**config.mk**
```make
export PLATFORM = sky130hd
export DESIGN_NAME = fp_prod_accumulator
export DESIGN_NICKNAME = d
export VERILOG_FILES = /design/src/rtl/fp_half_pkg.sv /design/src/rtl/fp_align_add.sv /design/src/rtl/fp_prod_accumulator.sv
export SDC_FILE = /design/constraint.sdc
export NUM_CORES = 1
export LEC_CHECK = 0
export ABC_CLOCK_PERIOD_IN_PS = 2900
export CAP_MARGIN = 5
export CORE_AREA = 2 2 109 111
export CTS_CLUSTER_SIZE = 16
export DETAILED_ROUTE_END_ITERATION = 16
export DIE_AREA = 0 0 111 113
export PLACE_DENSITY_LB_ADDON = 0.1
export REMOVE_ABC_BUFFERS = 1
export SYNTH_ARGS = -nofsm -noshare
export SYNTH_HDL_FRONTEND = slang
export SYNTH_SLANG_ARGS = --single-unit
```
**constraint.sdc**
```tcl
create_clock -name clk -period 2.9 [get_ports clk]
set_input_delay 0.58 -clock clk [delete_from_list [all_inputs] [get_ports clk]]
set_output_delay 0.58 -clock clk [all_outputs]
set_load 0.02 [all_outputs]
```
**src/rtl/fp_half_pkg.sv**
```systemverilog
// Shared definitions for the packed half-width product word {exp, mant}.
// The mantissa carries an explicit leading one in its top bit.
package fp_half_pkg;
  localparam int EXP_W = 5;
  localparam int MAN_W = 11;
  localparam int FP_W  = EXP_W + MAN_W;

  typedef logic [FP_W-1:0]  fp_t;
  typedef logic [EXP_W-1:0] exp_t;
  typedef logic [MAN_W-1:0] man_t;

  localparam fp_t FP_ZERO = '0;
  localparam fp_t FP_SAT  = '1;

  typedef enum logic [1:0] {IDLE, ALIGN, ADD, NORM} state_e;

  // Operands after alignment: shared exponent and two mantissas on the same scale.
  typedef struct packed {
    exp_t exp;
    man_t man_a;
    man_t man_b;
  } align_t;

  function automatic exp_t fp_exp(input fp_t w);
    return w[FP_W-1 -: EXP_W];
  endfunction

  function automatic man_t fp_man(input fp_t w);
    return w[MAN_W-1:0];
  endfunction
endpackage

```
**src/rtl/fp_align_add.sv**
```systemverilog
// Combinational datapath: exponent alignment, mantissa add, carry normalise.
// Each section feeds a separate pipeline register in the top-level FSM.
module fp_align_add
  import fp_half_pkg::*;
(
  input  fp_t              acc,
  input  fp_t              opnd,
  output align_t           al,
  input  align_t           al_in,
  output logic [MAN_W:0]   sum,
  input  exp_t             norm_exp,
  input  logic [MAN_W:0]   norm_sum,
  output fp_t              res,
  output logic             res_ovf
);
  function automatic man_t shr(input man_t m, input exp_t d);
    return (int'(d) >= MAN_W) ? '0 : (m >> d);
  endfunction

  logic a_zero, b_zero;
  exp_t ea, eb;

  // A zero word contributes no mantissa, so the other value passes through exactly.
  always_comb begin
    a_zero = (acc == FP_ZERO);
    b_zero = (opnd == FP_ZERO);
    ea = fp_exp(acc);
    eb = fp_exp(opnd);
    al = '0;
    if (a_zero) begin
      al.exp   = eb;
      al.man_b = fp_man(opnd);
    end else if (b_zero) begin
      al.exp   = ea;
      al.man_a = fp_man(acc);
    end else if (ea >= eb) begin
      al.exp   = ea;
      al.man_a = fp_man(acc);
      al.man_b = shr(fp_man(opnd), ea - eb);
    end else begin
      al.exp   = eb;
      al.man_a = shr(fp_man(acc), eb - ea);
      al.man_b = fp_man(opnd);
    end
  end

  always_comb sum = {1'b0, al_in.man_a} + {1'b0, al_in.man_b};

  always_comb begin
    res     = {norm_exp, norm_sum[MAN_W-1:0]};
    res_ovf = 1'b0;
    if (norm_sum[MAN_W]) begin
      if (norm_exp == '1) begin
        res     = FP_SAT;
        res_ovf = 1'b1;
      end else begin
        res = {norm_exp + exp_t'(1), norm_sum[MAN_W:1]};
      end
    end
  end
endmodule

```
**src/rtl/fp_prod_accumulator.sv**
```systemverilog
// Accumulates N_TERMS packed product words, one term per four cycles,
// and pulses out_valid with the sum and sticky saturation flag.
module fp_prod_accumulator
  import fp_half_pkg::*;
#(
  parameter int N_TERMS = 4
) (
  input  logic            clk,
  input  logic            rst,
  input  logic            in_valid,
  output logic            in_ready,
  input  logic [FP_W-1:0] in_data,
  input  logic            clear,
  output logic            out_valid,
  output logic [FP_W-1:0] out_data,
  output logic            overflow,
  output logic            busy
);
  localparam int CNT_W = $clog2(N_TERMS + 1);

  state_e             state_q, state_d;
  fp_t                op_q, op_d, acc_q, acc_d, out_data_q, out_data_d;
  align_t             al_q, al_d, al_c;
  logic [MAN_W:0]     sum_q, sum_d, sum_c;
  logic [CNT_W-1:0]   count_q, count_d;
  logic               ovf_int_q, ovf_int_d;
  logic               out_valid_q, out_valid_d;
  logic               overflow_q, overflow_d;
  fp_t                res_c;
  logic               res_ovf_c;
  logic               xfer;

  fp_align_add u_dp (
    .acc      (acc_q),
    .opnd     (op_q),
    .al       (al_c),
    .al_in    (al_q),
    .sum      (sum_c),
    .norm_exp (al_q.exp),
    .norm_sum (sum_q),
    .res      (res_c),
    .res_ovf  (res_ovf_c)
  );

  always_ff @(posedge clk or posedge rst) begin
    if (rst) state_q <= IDLE;
    else     state_q <= state_d;
  end

  always_comb begin
    state_d = state_q;
    unique case (state_q)
      IDLE:    if (xfer) state_d = ALIGN;
      ALIGN:   state_d = ADD;
      ADD:     state_d = NORM;
      NORM:    state_d = IDLE;
      default: state_d = IDLE;
    endcase
    if (clear) state_d = IDLE;
  end

  // clear masks in_ready so a same-cycle offer is never taken.
  always_comb begin
    in_ready = (state_q == IDLE) && !clear;
    busy     = (state_q != IDLE);
  end

  assign xfer = in_valid && in_ready;

  always_comb begin
    op_d        = op_q;
    al_d        = al_q;
    sum_d       = sum_q;
    acc_d       = acc_q;
    count_d     = count_q;
    ovf_int_d   = ovf_int_q;
    out_valid_d = 1'b0;
    out_data_d  = out_data_q;
    overflow_d  = overflow_q;
    if (clear) begin
      acc_d     = FP_ZERO;
      count_d   = '0;
      ovf_int_d = 1'b0;
    end else begin
      unique case (state_q)
        IDLE:  if (xfer) op_d = in_data;
        ALIGN: al_d = al_c;
        ADD:   sum_d = sum_c;
        NORM: begin
          if (count_q == CNT_W'(N_TERMS - 1)) begin
            out_valid_d = 1'b1;
            out_data_d  = res_c;
            overflow_d  = ovf_int_q | res_ovf_c;
            acc_d       = FP_ZERO;
            count_d     = '0;
            ovf_int_d   = 1'b0;
          end else begin
            acc_d     = res_c;
            count_d   = count_q + CNT_W'(1);
            ovf_int_d = ovf_int_q | res_ovf_c;
          end
        end
        default: ;
      endcase
    end
  end

  always_ff @(posedge clk or posedge rst) begin
    if (rst) begin
      op_q        <= FP_ZERO;
      al_q        <= '0;
      sum_q       <= '0;
      acc_q       <= FP_ZERO;
      count_q     <= '0;
      ovf_int_q   <= 1'b0;
      out_valid_q <= 1'b0;
      out_data_q  <= FP_ZERO;
      overflow_q  <= 1'b0;
    end else begin
      op_q        <= op_d;
      al_q        <= al_d;
      sum_q       <= sum_d;
      acc_q       <= acc_d;
      count_q     <= count_d;
      ovf_int_q   <= ovf_int_d;
      out_valid_q <= out_valid_d;
      out_data_q  <= out_data_d;
      overflow_q  <= overflow_d;
    end
  end

  assign out_valid = out_valid_q;
  assign out_data  = out_data_q;
  assign overflow  = overflow_q;
endmodule

```
==> flow_summary.json <==
{
  "outcome": "finished clean",
  "finalSetupViolCount": 0,
  "dieArea_mm2": 0.0125,
  "max_stage_delay_ns": 0.75,
  "worst_slew_pin_slew_ns": 1.18,
  "cts_root_buffer": "clkbuf_16",
  "worstPathRequired_ns": 3.13,
  "vias": 4543,
  "post_drt_wl_per_cell_um": 17.6,
  "antenna_found_initial": 0,
  "grt-ovfl-total": 0,
  "final_net_count": 687,
  "grt_first_pass_wirelength_um": 22900,
  "grt_pass1_vias": 4430,
  "cts_buffers": 9,
  "gp_congestion": 0.904,
  "setup_tns_ns": 0,
  "grt_max_degree": 49,
  "async_flop_share_pct": 100,
  "cts_resized": 0,
  "io_buffers": 39,
  "startpoint_type": "flop",
  "path_clk_slew_ns": 0.06,
  "fmax_mhz": 374,
  "crit_path_end_kind": "flop",
  "start_util_pct": 50.4,
  "rows": 39,
  "worstPathCellList": "inv_1, ha_1, inv_1, fa_1, mux4_2, nand2_1, o21ai_0, a32oi_1, o21ai_0",
  "cts_buffer_depth": 2,
  "p_per_area_mw_per_mm2": 1050,
  "layout_min_cycle_time_ns": 2.67,
  "hpwl_um": 10500,
  "drv_cap": 0,
  "finalClockSkew_ns": 0.00442,
  "power.leakage_nw": 2.95,
  "pwr-share-clk_pct": 21.0,
  "placed_cells": 770,
  "p_seq_share_pct": 30.6,
  "p_sw_mw": 2.83,
  "cts_tree": "built",
  "crit_type": "reg -> reg",
  "preCtsSetupSlack_ns": 0.256,
  "ant_nets": 0,
  "yosys.area.top_type": "dfrtp_1",
  "clk_latency_ns": 0.36,
  "whs_path_depth": 2,
  "ys_seq_area_share_pct": 41.9,
  "p_sw_share_pct": 40.9,
  "clock-sinks": 95,
  "intPower_mw": 4.09,
  "wl_um": 13800,
  "synth_ff_type": "dfrtp_1",
  "ys_ff_latch": 95,
  "crit_arrival_ns": 2.90,
  "finalCritPeriodShare_pct": 92.2,
  "firstDrtPassIters": 5,
  "die_x_um": 111,
  "final.setup.worst_slack_ns": 0.226,
  "avgViaCountPerCell": 5.78,
  "grtUsageTotal_pct": 23.2,
  "htreeDepth": 3,
  "instances_no_fill": 786,
  "rsz0062_at_grt": "false",
  "synth_cell_types": 60,
  "synth_area_leaders": "dfrtp_1 (42%), nand2_1 (6.5%), ha_1 (5.7%)",
  "share_comb_of_total_power_pct": 48.4,
  "reg2reg_depth": 9,
  "drt_drc_violations_left": 0,
  "avgSynthCellArea_um2": 9.48,
  "io_pins": 40,
  "post_cts_buffers": 0,
  "slew_viol_final": 0,
  "area_growth_pct": 16.6,
  "synth-edff-count": 0,
  "design_area_mm2": 0.00662,
  "first_iter_violations": 290,
  "critPathSlowestCell": "fa_1",
  "die_h_um": 113,
  "drive_gt1_share_pct": 12.4,
  "yosys_warnings": 0,
  "synthCells": 599,
  "syn_area_mm2": 0.00568,
  "core_mm2": 0.0113,
  "critPathTopFamily": "adder cells",
  "crit_fanout": 8,
  "hold_violations": 0,
  "holdCritPathClass": "reg -> reg",
  "hold_buffers": 0,
  "ir_drop_mv": 0.578,
  "antennaDiodeCount": 0,
  "r2r_slack_ns": 0.23,
  "slew_headroom_pct": 21.1,
  "dpl_cell_area_mm2": 0.00626,
  "crit_cells": 9,
  "yosysTopAreaCellShare_pct": 41.9,
  "cp.buffers_inverters": 2
}
-- layout by cell type, fill, tap and decap left out, drive strengths merged, types with 4 or more instances in the layout --
cell type,count
a21o,8
a21oi,23
a2bb2oi,4
a31oi,11
a32oi,4
and2,5
buf,21
bufinv,4
clkbuf,10
clkdlybuf4s50,39
dfrtp,95
ha,26
inv,22
mux2,24
mux2i,16
mux4,9
nand2,98
nand2b,7
nand3,4
nand4,6
nor2,34
nor2b,6
nor3,8
nor4,8
o21a,5
o21ai,74
o221ai,4
o22ai,13
o31ai,6
xnor2,8
xor2,6
-- per-layer routing --
layer,global-route usage (%),share of wire [%],up-vias
met5,0,0,-
met4,10.6,2.9,0
met3,3.37,3.8,31
met2,38.3,48,115
met1,30.5,46,2177
li1,-,-,2220
-- state kept, by name, indices dropped and copies added, names as in the netlist --
name	flops
al_q	27
out_data	16
count_q	3
overflow	1
acc_q	16
out_valid	1
op_q	16
sum_q	12
state_q	2
ovf_int_q	1
-- cell families (layout without fill, tap and decap cells) --
logic type	Yosys count	in the layout	synth area share, %
compound gates	168	168	18.2
xor+xnor	14	14	2.29
fa+ha+maj	29	29	6.79
buf+inv	55	99	4.32
flops	95	95	41.9
mux	49	49	11.3
simple gates	189	189	15.2
-- area by class of cell --
type | instances | area [um^2]
inverter | 23 | 87.6
clock buffer | 10 | 229
sequential | 95 | 2380
timing repair buffer | 60 | 561
multi-input combinational | 449 | 3060
clock inverter | 6 | 133
tap | 143 | 179
fill | 971 | 4650
-- metrics by stage --
step           util [%]  total power, mW  hold slack [ns]
6_report           58.7             6.92            0.477
3_5_place_dp       55.5             5.45            0.470
2_1_floorplan         -             4.44            0.451
5_1_grt            58.7             7.42            0.521
4_1_cts            58.7             6.93            0.485
3_3_place_gp       55.5             5.42            0.462
-- worst min-delay path, stage by stage, from the launching register on --
cell     delay (ns)
dfrtp_1        0.34
nand2_1        0.04
o21ai_0        0.06
-- path summary, 6_finish.rpt --
path	from	end
setup / recovery	op_q[11]	al_q[16]
hold / removal	out_data[5]	out_data[5]
setup reg to reg	op_q[11]	al_q[16]
hold reg to reg	out_data[5]	out_data[5]
max in group asynchronous	rst	al_q[25]
min in group asynchronous	rst	out_data[7]
-- synthesized netlist by cell type, drive strengths merged, types with 2 or more instances --
cell type,instances
a211oi,2
a21boi,2
a21o,8
a21oi,23
a22oi,3
a2bb2oi,4
a31oi,11
a32oi,4
and2,5
and3b,2
buf,10
clkbuf,22
dfrtp,95
fa,3
ha,26
inv,23
mux2,24
mux2i,16
mux4,9
nand2,98
nand2b,7
nand3,4
nand3b,2
nand4,6
nor2,34
nor2b,6
nor3,8
nor3b,3
nor4,8
o211ai,2
o21a,5
o21ai,74
o221ai,4
o22ai,13
o31ai,6
or2,2
or3,2
xnor2,8
xor2,6
-- power groups by stage --
stage                     clock network (mW)  logic, mW  registers (mW)
after floorplan                            0       2.48            1.96
after global placement                     0       3.29            2.13
after detailed placement                   0       3.30            2.14
after CTS                               1.47       3.33            2.12
after global routing                    1.53       3.72            2.17
final                                   1.45       3.35            2.12
Note: power is estimated with default switching activity, not from simulation.
